$ cat src/rtl/reset_mode_controller_pkg.sv
// reset_mode_controller_pkg: region mode encoding, FSM states and LED colour table
// shared by the reset/mode controller files.
package reset_mode_controller_pkg;

    typedef enum logic [1:0] {
        MODE_NTSC_U = 2'd0,
        MODE_NTSC_J = 2'd1,
        MODE_PAL    = 2'd2,
        MODE_PAL60  = 2'd3
    } mode_e;

    typedef enum logic [2:0] {
        ST_IDLE,
        ST_PRESS,
        ST_CYCLE,
        ST_PULSE,
        ST_WAIT_REL
    } state_e;

    // {led_r, led_g} per mode, mode 3 in the top pair
    localparam logic [7:0] LED_TABLE = {2'b00, 2'b10, 2'b11, 2'b01};

    function automatic logic [1:0] led_rg(input mode_e mode);
        return LED_TABLE[{mode, 1'b0} +: 2];
    endfunction

endpackage

$ cat src/rtl/reset_mode_controller_if.sv
// reset_mode_controller_if: board-side signals of the reset/mode controller;
// master is the controller, slave is the board.
interface reset_mode_controller_if;

    logic       btn_raw;
    logic       console_reset_n;
    logic [1:0] mode;
    logic       pal_50hz;
    logic       led_r;
    logic       led_g;
    logic       mode_changed;

    modport master (
        input  btn_raw,
        output console_reset_n,
        output mode,
        output pal_50hz,
        output led_r,
        output led_g,
        output mode_changed
    );

    modport slave (
        output btn_raw,
        input  console_reset_n,
        input  mode,
        input  pal_50hz,
        input  led_r,
        input  led_g,
        input  mode_changed
    );

endinterface

$ cat src/rtl/reset_mode_controller_sample_tick_gen.sv
// sample_tick_gen: registered one-clk tick every TICKS clk cycles.
module sample_tick_gen #(
    parameter int TICKS = 500_000
) (
    input  logic clk,
    input  logic rst_n,
    output logic tick_o
);

    localparam int TW = TICKS > 1 ? $clog2(TICKS) : 1;
    localparam logic [TW-1:0] LAST = TW'(TICKS - 1);

    logic [TW-1:0] cnt_q;
    logic [TW-1:0] cnt_d;
    logic          tick_q;

    assign cnt_d  = (cnt_q == LAST) ? '0 : cnt_q + TW'(1);
    assign tick_o = tick_q;

    always_ff @(posedge clk or negedge rst_n) begin
        if (!rst_n) begin
            cnt_q  <= '0;
            tick_q <= 1'b0;
        end else begin
            cnt_q  <= cnt_d;
            tick_q <= (cnt_q == LAST);
        end
    end

endmodule

$ cat src/rtl/reset_mode_controller.sv
// reset_mode_controller: debounced reset button; a short press pulses the console
// reset, a long hold cycles the region mode, and power-up issues one reset pulse.
module reset_mode_controller
    import reset_mode_controller_pkg::*;
#(
    parameter int   TICKS          = 500_000,
    parameter int   LONG_SAMPLES   = 100,
    parameter int   RESET_SAMPLES  = 20,
    parameter logic BTN_ACTIVE_LOW = 1'b1
) (
    input logic                     clk,
    input logic                     rst_n,
    reset_mode_controller_if.master board
);

    localparam int MAX_S = LONG_SAMPLES > RESET_SAMPLES ? LONG_SAMPLES : RESET_SAMPLES;
    localparam int CW    = $clog2(MAX_S) + 1;
    localparam logic [CW-1:0] LONG_C  = CW'(LONG_SAMPLES);
    localparam logic [CW-1:0] RESET_C = CW'(RESET_SAMPLES);
    localparam logic [CW-1:0] MAX_C   = CW'(MAX_S);

    logic          tick;
    logic [1:0]    sync_q;
    logic          sample;
    logic          smp_q, smp_d;
    logic          btn_q, btn_d;
    state_e        state_q, state_d;
    logic [CW-1:0] cnt_q, cnt_d, cnt_inc;
    mode_e         mode_q, mode_d;
    logic          por_q, por_d;
    logic [1:0]    blink_q, blink_d;
    logic          console_q, console_d;
    logic          changed_q, changed_d;
    logic [1:0]    led_q, led_d;
    logic          pal_q, pal_d;

    sample_tick_gen #(.TICKS(TICKS)) u_tick (
        .clk    (clk),
        .rst_n  (rst_n),
        .tick_o (tick)
    );

    assign sample  = sync_q[1] ^ BTN_ACTIVE_LOW;
    assign smp_d   = tick ? sample : smp_q;
    // btn follows only two consecutive equal samples, so a one-sample glitch never lands
    assign btn_d   = (tick && sample == smp_q) ? sample : btn_q;
    assign cnt_inc = (cnt_q == MAX_C) ? cnt_q : cnt_q + CW'(1);

    always_ff @(posedge clk or negedge rst_n) begin
        if (!rst_n) begin
            sync_q    <= {2{BTN_ACTIVE_LOW}};
            smp_q     <= 1'b0;
            btn_q     <= 1'b0;
            state_q   <= ST_IDLE;
            cnt_q     <= '0;
            mode_q    <= MODE_NTSC_U;
            por_q     <= 1'b1;
            blink_q   <= '0;
            console_q <= 1'b0;
            changed_q <= 1'b0;
            led_q     <= 2'b00;
            pal_q     <= 1'b0;
        end else begin
            sync_q    <= {sync_q[0], board.btn_raw};
            smp_q     <= smp_d;
            btn_q     <= btn_d;
            state_q   <= state_d;
            cnt_q     <= cnt_d;
            mode_q    <= mode_d;
            por_q     <= por_d;
            blink_q   <= blink_d;
            console_q <= console_d;
            changed_q <= changed_d;
            led_q     <= led_d;
            pal_q     <= pal_d;
        end
    end

    always_comb begin
        state_d   = state_q;
        cnt_d     = cnt_q;
        mode_d    = mode_q;
        por_d     = por_q;
        changed_d = 1'b0;
        blink_d   = tick ? blink_q + 2'd1 : blink_q;
        case (state_q)
            ST_IDLE: begin
                // the power-on pulse starts already counted, since the console is held low from reset
                if (por_q) begin
                    if (tick) begin
                        state_d = ST_PULSE;
                        cnt_d   = CW'(1);
                        por_d   = 1'b0;
                    end
                end else if (btn_q) begin
                    state_d = ST_PRESS;
                    cnt_d   = '0;
                end
            end
            ST_PRESS, ST_CYCLE: begin
                if (!btn_q) begin
                    state_d = ST_PULSE;
                    cnt_d   = '0;
                end else if (tick) begin
                    if (cnt_inc == LONG_C) begin
                        state_d   = ST_CYCLE;
                        cnt_d     = '0;
                        mode_d    = mode_e'(mode_q + 2'd1);
                        changed_d = 1'b1;
                    end else begin
                        cnt_d = cnt_inc;
                    end
                end
            end
            ST_PULSE: begin
                if (tick) begin
                    if (cnt_q == RESET_C) begin
                        state_d = btn_q ? ST_WAIT_REL : ST_IDLE;
                        cnt_d   = '0;
                    end else begin
                        cnt_d = cnt_inc;
                    end
                end
            end
            ST_WAIT_REL: state_d = btn_q ? ST_WAIT_REL : ST_IDLE;
            default:     state_d = ST_IDLE;
        endcase
        // console is low from the first tick inside PULSE until RESET_SAMPLES ticks later
        console_d = !(por_d || (state_d == ST_PULSE && cnt_d != '0));
        led_d     = led_rg(mode_d) & ((state_d == ST_CYCLE && blink_d[1]) ? 2'b00 : 2'b11);
        pal_d     = (mode_d == MODE_PAL);
    end

    assign board.console_reset_n = console_q;
    assign board.mode            = mode_q;
    assign board.pal_50hz        = pal_q;
    assign board.led_r           = led_q[1];
    assign board.led_g           = led_q[0];
    assign board.mode_changed    = changed_q;

endmodule

$ cat src/flat_wrapper.sv
// flat-port wrapper written by rule: the top's interface ports become plain ports
module reset_mode_controller_flat import reset_mode_controller_pkg::*;
#(
    parameter int   TICKS          = 500_000,
    parameter int   LONG_SAMPLES   = 100,
    parameter int   RESET_SAMPLES  = 20,
    parameter logic BTN_ACTIVE_LOW = 1'b1
)
  (clk, rst_n, board_btn_raw, board_console_reset_n, board_mode, board_pal_50hz, board_led_r, board_led_g, board_mode_changed);
  reset_mode_controller_if board_i ();
  input logic clk;
  input logic rst_n;
  input wire logic [$bits(board_i.btn_raw)-1:0] board_btn_raw;
  output wire logic [$bits(board_i.console_reset_n)-1:0] board_console_reset_n;
  output wire logic [$bits(board_i.mode)-1:0] board_mode;
  output wire logic [$bits(board_i.pal_50hz)-1:0] board_pal_50hz;
  output wire logic [$bits(board_i.led_r)-1:0] board_led_r;
  output wire logic [$bits(board_i.led_g)-1:0] board_led_g;
  output wire logic [$bits(board_i.mode_changed)-1:0] board_mode_changed;
  assign board_i.btn_raw = board_btn_raw;
  assign board_console_reset_n = board_i.console_reset_n;
  assign board_mode = board_i.mode;
  assign board_pal_50hz = board_i.pal_50hz;
  assign board_led_r = board_i.led_r;
  assign board_led_g = board_i.led_g;
  assign board_mode_changed = board_i.mode_changed;
  reset_mode_controller #(.TICKS(TICKS), .LONG_SAMPLES(LONG_SAMPLES), .RESET_SAMPLES(RESET_SAMPLES), .BTN_ACTIVE_LOW(BTN_ACTIVE_LOW)) u_core (.clk(clk), .rst_n(rst_n), .board(board_i));
endmodule
$ cat config.mk
export PLATFORM = sky130hd
export DESIGN_NAME = reset_mode_controller_flat
export DESIGN_NICKNAME = d
export VERILOG_FILES = /design/src/rtl/reset_mode_controller_pkg.sv /design/src/rtl/reset_mode_controller_if.sv /design/src/rtl/reset_mode_controller_sample_tick_gen.sv /design/src/rtl/reset_mode_controller.sv /design/src/flat_wrapper.sv
export SDC_FILE = /design/constraint.sdc
export NUM_CORES = 1
export LEC_CHECK = 0
export CELL_PAD_IN_SITES_DETAIL_PLACEMENT = 1
export CELL_PAD_IN_SITES_GLOBAL_PLACEMENT = 2
export CORE_MARGIN = 5
export CORE_UTILIZATION = 24
export DETAILED_ROUTE_END_ITERATION = 10
export HOLD_SLACK_MARGIN = 0.08
export MAX_ROUTING_LAYER = met4
export PLACE_DENSITY = 0.48
export SLEW_MARGIN = 10
export SYNTH_ARGS = -nofsm -noshare
export SYNTH_HDL_FRONTEND = slang
export SYNTH_HIERARCHICAL = 1
export SYNTH_SLANG_ARGS = --single-unit
export TNS_END_PERCENT = 100
$ cat constraint.sdc
create_clock -name clk -period 3.3 [get_ports clk]
set_input_delay 0.33 -clock clk [delete_from_list [all_inputs] [get_ports clk]]
set_output_delay 0.33 -clock clk [all_outputs]
set_load 0.01 [all_outputs]
==> flow_metrics.py, run 1 <==
metrics = {
    "outcome": {
        "status": "completed",
    },
    "timing": {
        "setup_ws_ns": 0.373,
        "final-setup-viol-count": 0,
        "tightest_slew_ns": 0.550,
        "drv_slew": 0,
        "fin_worst_skew_ns": 0.00918,
        "holdWs_ns": 0.366,
        "relSlewSlack": 0.633,
        "hold_violations": 0,
        "fmax_ghz": 0.342,
        "period_share": 0.887,
        "rsz0062_at_grt": "no",
        "finalCriticalPeriod_ns": 2.93,
        "tns_ns": 0,
    },
    "clocking": {
        "cts_max_path_buffers": 2,
        "cts_root_buffer": "clkbuf_8",
        "clk-insertion-delay-late_ns": 0.30,
        "cts.sinks": 45,
        "clkTransAtPathRegs_ns": 0.10,
        "cts_buffers": 5,
        "htreeDepth": 2,
        "postCtsSetupRepairBufs": 0,
        "cts_tree": "built",
    },
    "place": {
        "io_buffers": 9,
        "dpl.hpwl_um": 4920,
        "post-place-ws_ns": 0.355,
        "dpl.cell_count": 389,
        "place_congestion": 0.746,
        "placed_area_um2": 2750,
    },
    "global_route": {
        "grt_pass1_wl_um": 11200,
        "grt_overflow_total": 0,
        "grt_max_degree": 27,
        "first_global_vias": 2091,
        "grt_use_total": 0.113,
        "antenna_found_initial": 0,
    },
    "layout": {
        "num-nets-final": 268,
        "multi_input_area_um2": 1280,
        "drive_gt1_frac": 0.137,
        "synthToLayoutAreaGrowth_pct": 15.3,
        "stdcell_count": 398,
        "diodes": 0,
        "postLayoutCoreUtil": 0.281,
        "seqCellArea_um2": 1130,
        "stdcell_area_um2": 2870,
        "fill_cells": 1176,
    },
    "logic_synthesis": {
        "netlist_area_um2": 2490,
        "ys_seq_area_frac": 0.454,
        "syn_area_per_cell_um2": 10.0,
        "syn_inst": 248,
        "yosys_warnings": 6,
        "synth-edff-count": 0,
        "ys_ff_latch": 45,
        "synth_ff_type": "dfrtp_1",
        "synth_nets": 255,
        "ys_types": 63,
        "ys_async_sr_fraction": 1.00,
    },
    "die": {
        "die_h_um": 112,
        "ioPinCount": 10,
        "core_region_area_um2": 10200,
        "rows": 37,
        "die_width_um": 112,
        "start_util": 0.243,
        "die_area_um2": 12500,
    },
    "routing": {
        "routed_wirelength_um": 6550,
        "vias_per_cell": 4.82,
        "route.detailed.drc": 0,
        "drt-pass1-iter-count": 4,
        "wl_per_cell_um": 16.4,
        "drt_iter0_drc": 70,
        "via_count": 1920,
        "antenna_left": 0,
    },
    "critical_path": {
        "end_kind": "flop",
        "path_max_fanout": 7,
        "critPathLaunchType": "flop",
        "path_class": "flop to flop",
        "worstPathRequired_ns": 3.55,
        "cp.arrival_ns": 3.17,
    },
    "power": {
        "finalPower_uw": 1000,
        "leakagePower_nw": 1.16,
        "ir_worst_vdd_v": 0.000145,
        "powerDensity_nw_per_um2": 348,
    },
    "worst_hold_path": {
        "hp-class": "flop to flop",
    },
    "job": {
        "maxCapViolCount": 0,
    },
}
[sequential cells by signal, summed over array words and instances, names as in the netlist, 2 cells and up]
| register | cells |
|---|---|
| u_core/u_tick/cnt_q | 19 |
| u_core/state_q | 3 |
| u_core/board.mode | 2 |
| u_core/blink_q | 2 |
| u_core/sync_q | 2 |
| u_core/led_q | 2 |
| u_core/cnt_q | 8 |
[final timing paths]
check                                      startpoint                               end  slack (ns)  depth (start not counted)
min reg2reg                u_core/sync_q[0]$_DFF_PN1_        u_core/sync_q[1]$_DFF_PN1_        0.37                          0
min in group asynchronous                       rst_n  u_core/u_tick/cnt_q[2]$_DFF_PN0_        0.52                          2
max reg2reg                 u_core/cnt_q[1]$_DFF_PN0_         u_core/led_q[1]$_DFF_PN0_        0.37                          9
max                         u_core/cnt_q[1]$_DFF_PN0_         u_core/led_q[1]$_DFF_PN0_        0.37                          9
max in group asynchronous                       rst_n            u_core/por_q$_DFF_PN1_        1.99                          3
min                        u_core/sync_q[0]$_DFF_PN1_        u_core/sync_q[1]$_DFF_PN1_        0.37                          0
[metal layers]
| layer | track usage | part of all wire | up-vias |
|---|---|---|---|
| li1 | - | - | 927 |
| met1 | 0.141 | 0.47 | 983 |
| met2 | 0.189 | 0.51 | 6 |
| met3 | 0.0185 | 0.011 | 4 |
| met4 | 0.0349 | 0.010 | 0 |
| met5 | - | 0 | - |
[layout by cell type (no fill, tap or decap), types with 4 or more instances in the layout]
master,count
a21oi_1,7
a22o_1,5
and3_1,6
buf_4,8
clkbuf_8,5
clkdlybuf4s50_1,8
dfrtp_1,42
ha_1,4
inv_1,5
nand2_1,23
nand2b_1,6
nand3_1,9
nand4_1,8
nor2_1,19
nor2b_1,5
nor3_1,4
o21ai_0,8
xnor2_1,16
xor2_1,6
[where the power goes]
| part | leakage [nW] | total, mW | internal [mW] | switching, mW |
|---|---|---|---|---|
| Clock | 0.0585 | 0.431 | 0.227 | 0.204 |
| Sequential | 0.593 | 0.554 | 0.553 | 0.000509 |
| Combinational | 0.510 | 0.0146 | 0.00297 | 0.0116 |
| Total | 1.16 | 1.00 | 0.784 | 0.216 |
[worst max-delay path, stage by stage, from the launching register on]
cell	delay [ns]
dfrtp_1	0.47
inv_1	0.11
ha_1	0.19
nand4bb_4	0.15
or3_1	0.49
a311oi_2	0.52
nand4_1	0.19
xnor2_1	0.26
ha_1	0.27
o21ba_2	0.22
[final cells by class]
type                            count  share of cell area
Clock inverter                      3              0.0153
Multi-Input combinational cell    186               0.447
Clock buffer                        5              0.0240
Timing Repair Buffer               18              0.0540
Inverter                            5             0.00654
Tap cell                          136              0.0593
Sequential cell                    45               0.393
[what timing repair did]
action / 4_1_cts / 5_1_grt
gates resized for setup: 0 / 0
setup endpoints to repair: 0 / 0
hold buffers: 1 / 0
endpoints found under the hold margin: 19 / 0
[synthesized netlist by cell type (6+ instances only)]
master / instances / area (µm²)
clkbuf_1: 7 / 26.3
nor2_1: 19 / 71.3
nand4_1: 8 / 50.1
xor2_1: 6 / 52.6
nand2b_1: 6 / 37.5
nand2_1: 23 / 86.3
and3_1: 6 / 37.5
xnor2_1: 16 / 140
nand3_1: 9 / 45.0
dfrtp_1: 42 / 1050
o21ai_0: 8 / 40.0
a21oi_1: 7 / 35.0
[logic make-up after synthesis]
group	after synthesis	share of synthesized area
simple gates	106	0.248
xor+xnor	22	0.0773
compound gates	54	0.170
fa+ha+maj	4	0.0201
buf+inv	17	0.0306
flops	45	0.454
Note: power is estimated with default switching activity, not from simulation.
==> inputs of run 2 (changes only) <==
- HOLD_SLACK_MARGIN: 0.08 -> 0.1
==> results of run 2 <==
The final DEF is identical to that of run 1; final timing and power are the same.
==> inputs of run 3 (changes only) <==
- PLACE_DENSITY: 0.48 -> not set
- PLACE_DENSITY_LB_ADDON: not set -> 0.1
==> run 3 against run 2 <==
  * Wire length shrank 2.8%
  * Global-route usage shrank 0.19 points
  * Critical path depth is the same
  * Via count shrank 2.4%
  * Register-to-register slack gained 0.02 ns
  * Combinational power shrank 8%
==> flow_metrics.py, run 3 (synthesis results as in run 1) <==
metrics = {
    "outcome": {
        "status": "completed",
    },
    "critical_path": {
        "r2r_setup_slack_ns": 0.39,
        "r2r_start": "u_core/cnt_q[1]$_DFF_PN0_",
        "crit_top_cell": "or3_1",
        "slowest_delay_ns": 0.51,
        "path_class": "flop to flop",
        "path_max_fanout": 7,
        "cp.arrival_ns": 3.10,
        "end_kind": "flop",
        "worstPathCellList": "inv_1, ha_1, nand4bb_4, or3_1, a31oi_1, o21ai_1, or4_1, or3_1, o32ai_1",
        "cpMaxStageDelayCell": "or4_1",
        "worstPathRequired_ns": 3.49,
        "crit_start": "u_core/cnt_q[1]$_DFF_PN0_",
        "critPathLaunchType": "flop",
    },
    "global_route": {
        "grt_max_degree": 32,
        "antenna_found_initial": 0,
        "grt_overflow_total": 0,
        "grt_use_total": 0.111,
        "first_global_vias": 2025,
        "grt_pass1_wl_um": 10900,
    },
    "clocking": {
        "cts_buffers": 5,
        "clkTransAtPathRegs_ns": 0.09,
        "cts.repair.resized": 0,
        "cts.sinks": 45,
        "cts_max_path_buffers": 2,
        "holdBufCountCts": 0,
        "cts_root_buffer": "clkbuf_8",
        "clk-insertion-delay-late_ns": 0.30,
        "postCtsSetupRepairBufs": 0,
        "cts_tree": "built",
        "htreeDepth": 2,
    },
    "power": {
        "ir_worst_vdd_v": 0.000151,
        "powerDensity_nw_per_um2": 344,
        "leakagePower_nw": 1.17,
    },
    "place": {
        "io_buffers": 9,
        "dpl.hpwl_um": 4750,
        "place_congestion": 0.701,
    },
    "timing": {
        "tightest_slew_ns": 0.729,
        "rsz0062_at_grt": "no",
        "fmax_ghz": 0.344,
        "period_share": 0.881,
        "tns_ns": 0,
        "fin_worst_skew_ns": 0.00999,
        "final-setup-viol-count": 0,
        "relSlewSlack": 0.514,
        "drv_slew": 0,
        "hold_violations": 0,
        "finalCriticalPeriod_ns": 2.91,
    },
    "routing": {
        "via_count": 1874,
        "route.detailed.drc": 0,
        "wl_met1_um": 3130,
        "wl_per_cell_um": 16.0,
        "met2_length_um": 3070,
        "drt-pass1-iter-count": 4,
        "drt_iter0_drc": 39,
        "vias_per_cell": 4.70,
        "routed_wirelength_um": 6370,
        "met3_wirelength_um": 88,
        "antenna_left": 0,
        "top_layer": "met4",
    },
    "layout": {
        "reg.largest.list": "u_core/u_tick/cnt_q: 19 flops, u_core/cnt_q: 8 flops, u_core/state_q: 3 flops",
        "regMostFlops": "u_core/u_tick/cnt_q",
        "num-nets-final": 269,
        "postLayoutCoreUtil": 0.281,
        "layout_common_cells": "42 x dfrtp_1, 23 x nand2_1, 19 x nor2_1",
        "synthToLayoutAreaGrowth_pct": 15.4,
        "diodes": 0,
        "final_common_cell": "dfrtp_1",
        "largest_reg_flops": 19,
        "fill_cells": 1179,
        "drive_gt1_frac": 0.141,
    },
    "die": {
        "core_region_area_um2": 10200,
        "rows": 37,
        "start_util": 0.243,
        "die_area_um2": 12500,
        "die_h_um": 112,
        "ioPinCount": 10,
        "die_width_um": 112,
    },
    "job": {
        "maxCapViolCount": 0,
    },
    "worst_hold_path": {
        "hp-class": "input port to asynchronous set/reset pin",
    },
}
run 3: cell types whose count changed in the layout (fill, tap and decap cells not counted), sizes merged:
cell         delta
dlygate4sd3     -1
inv             -1
clkbuf          +1
buf             +2
run 3: area by class of cell:
type / instances / area [µm²] / share of cell area
Multi-Input combinational cell: 186 / 1280 / 0.447
Sequential cell: 45 / 1130 / 0.393
Tap cell: 136 / 170 / 0.0592
Timing Repair Buffer: 19 / 160 / 0.0557
Clock buffer: 6 / 72.6 / 0.0252
Clock inverter: 2 / 38.8 / 0.0135
Inverter: 5 / 18.8 / 0.00653
run 3: path summary, 6_finish.rpt:
kind	endpoint	cells after the start
setup / recovery	u_core/board.console_reset_n$_DFF_PN0_	9
hold / removal	u_core/u_tick/cnt_q[0]$_DFF_PN0_	1
setup reg to reg	u_core/board.console_reset_n$_DFF_PN0_	9
hold reg to reg	u_core/sync_q[1]$_DFF_PN1_	0
max in group asynchronous	u_core/sync_q[1]$_DFF_PN1_	2
min in group clk	u_core/sync_q[1]$_DFF_PN1_	0
run 3: per-layer routing:
metal,vias up,track usage
li1,932,-
met1,928,0.143
met2,9,0.180
met3,5,0.0212
met4,0,0.0292
met5,-,-
run 3: stage by stage:
stage	area, µm²	setup slack, ns	hold WS [ns]	power, mW	std cells
floorplan	2490	0.522	0.0344	0.564	248
global placement	2760	0.448	0.346	0.579	391
detailed placement	2760	0.374	0.357	0.579	391
CTS	2880	0.357	0.105	1.01	399
global route	2880	0.206	0.147	1.04	399
finish	2880	0.392	0.0844	0.988	399
run 3: worst max-delay path: cells and delay by family (launching register included):
family	cells	cell delay (ns)
AOI/OAI and AO/OA	3	0.57
adders and majority gates	1	0.19
buffers and inverters	1	0.11
DFF	1	0.47
and+or+nand+nor	4	1.47
run 3: power by group:
| part | internal [mW] | total [mW] | switching [mW] |
|---|---|---|---|
| Combinational | 0.00223 | 0.0134 | 0.0111 |
| Clock | 0.228 | 0.421 | 0.194 |
| Sequential | 0.553 | 0.554 | 0.000481 |
| Total | 0.783 | 0.988 | 0.205 |
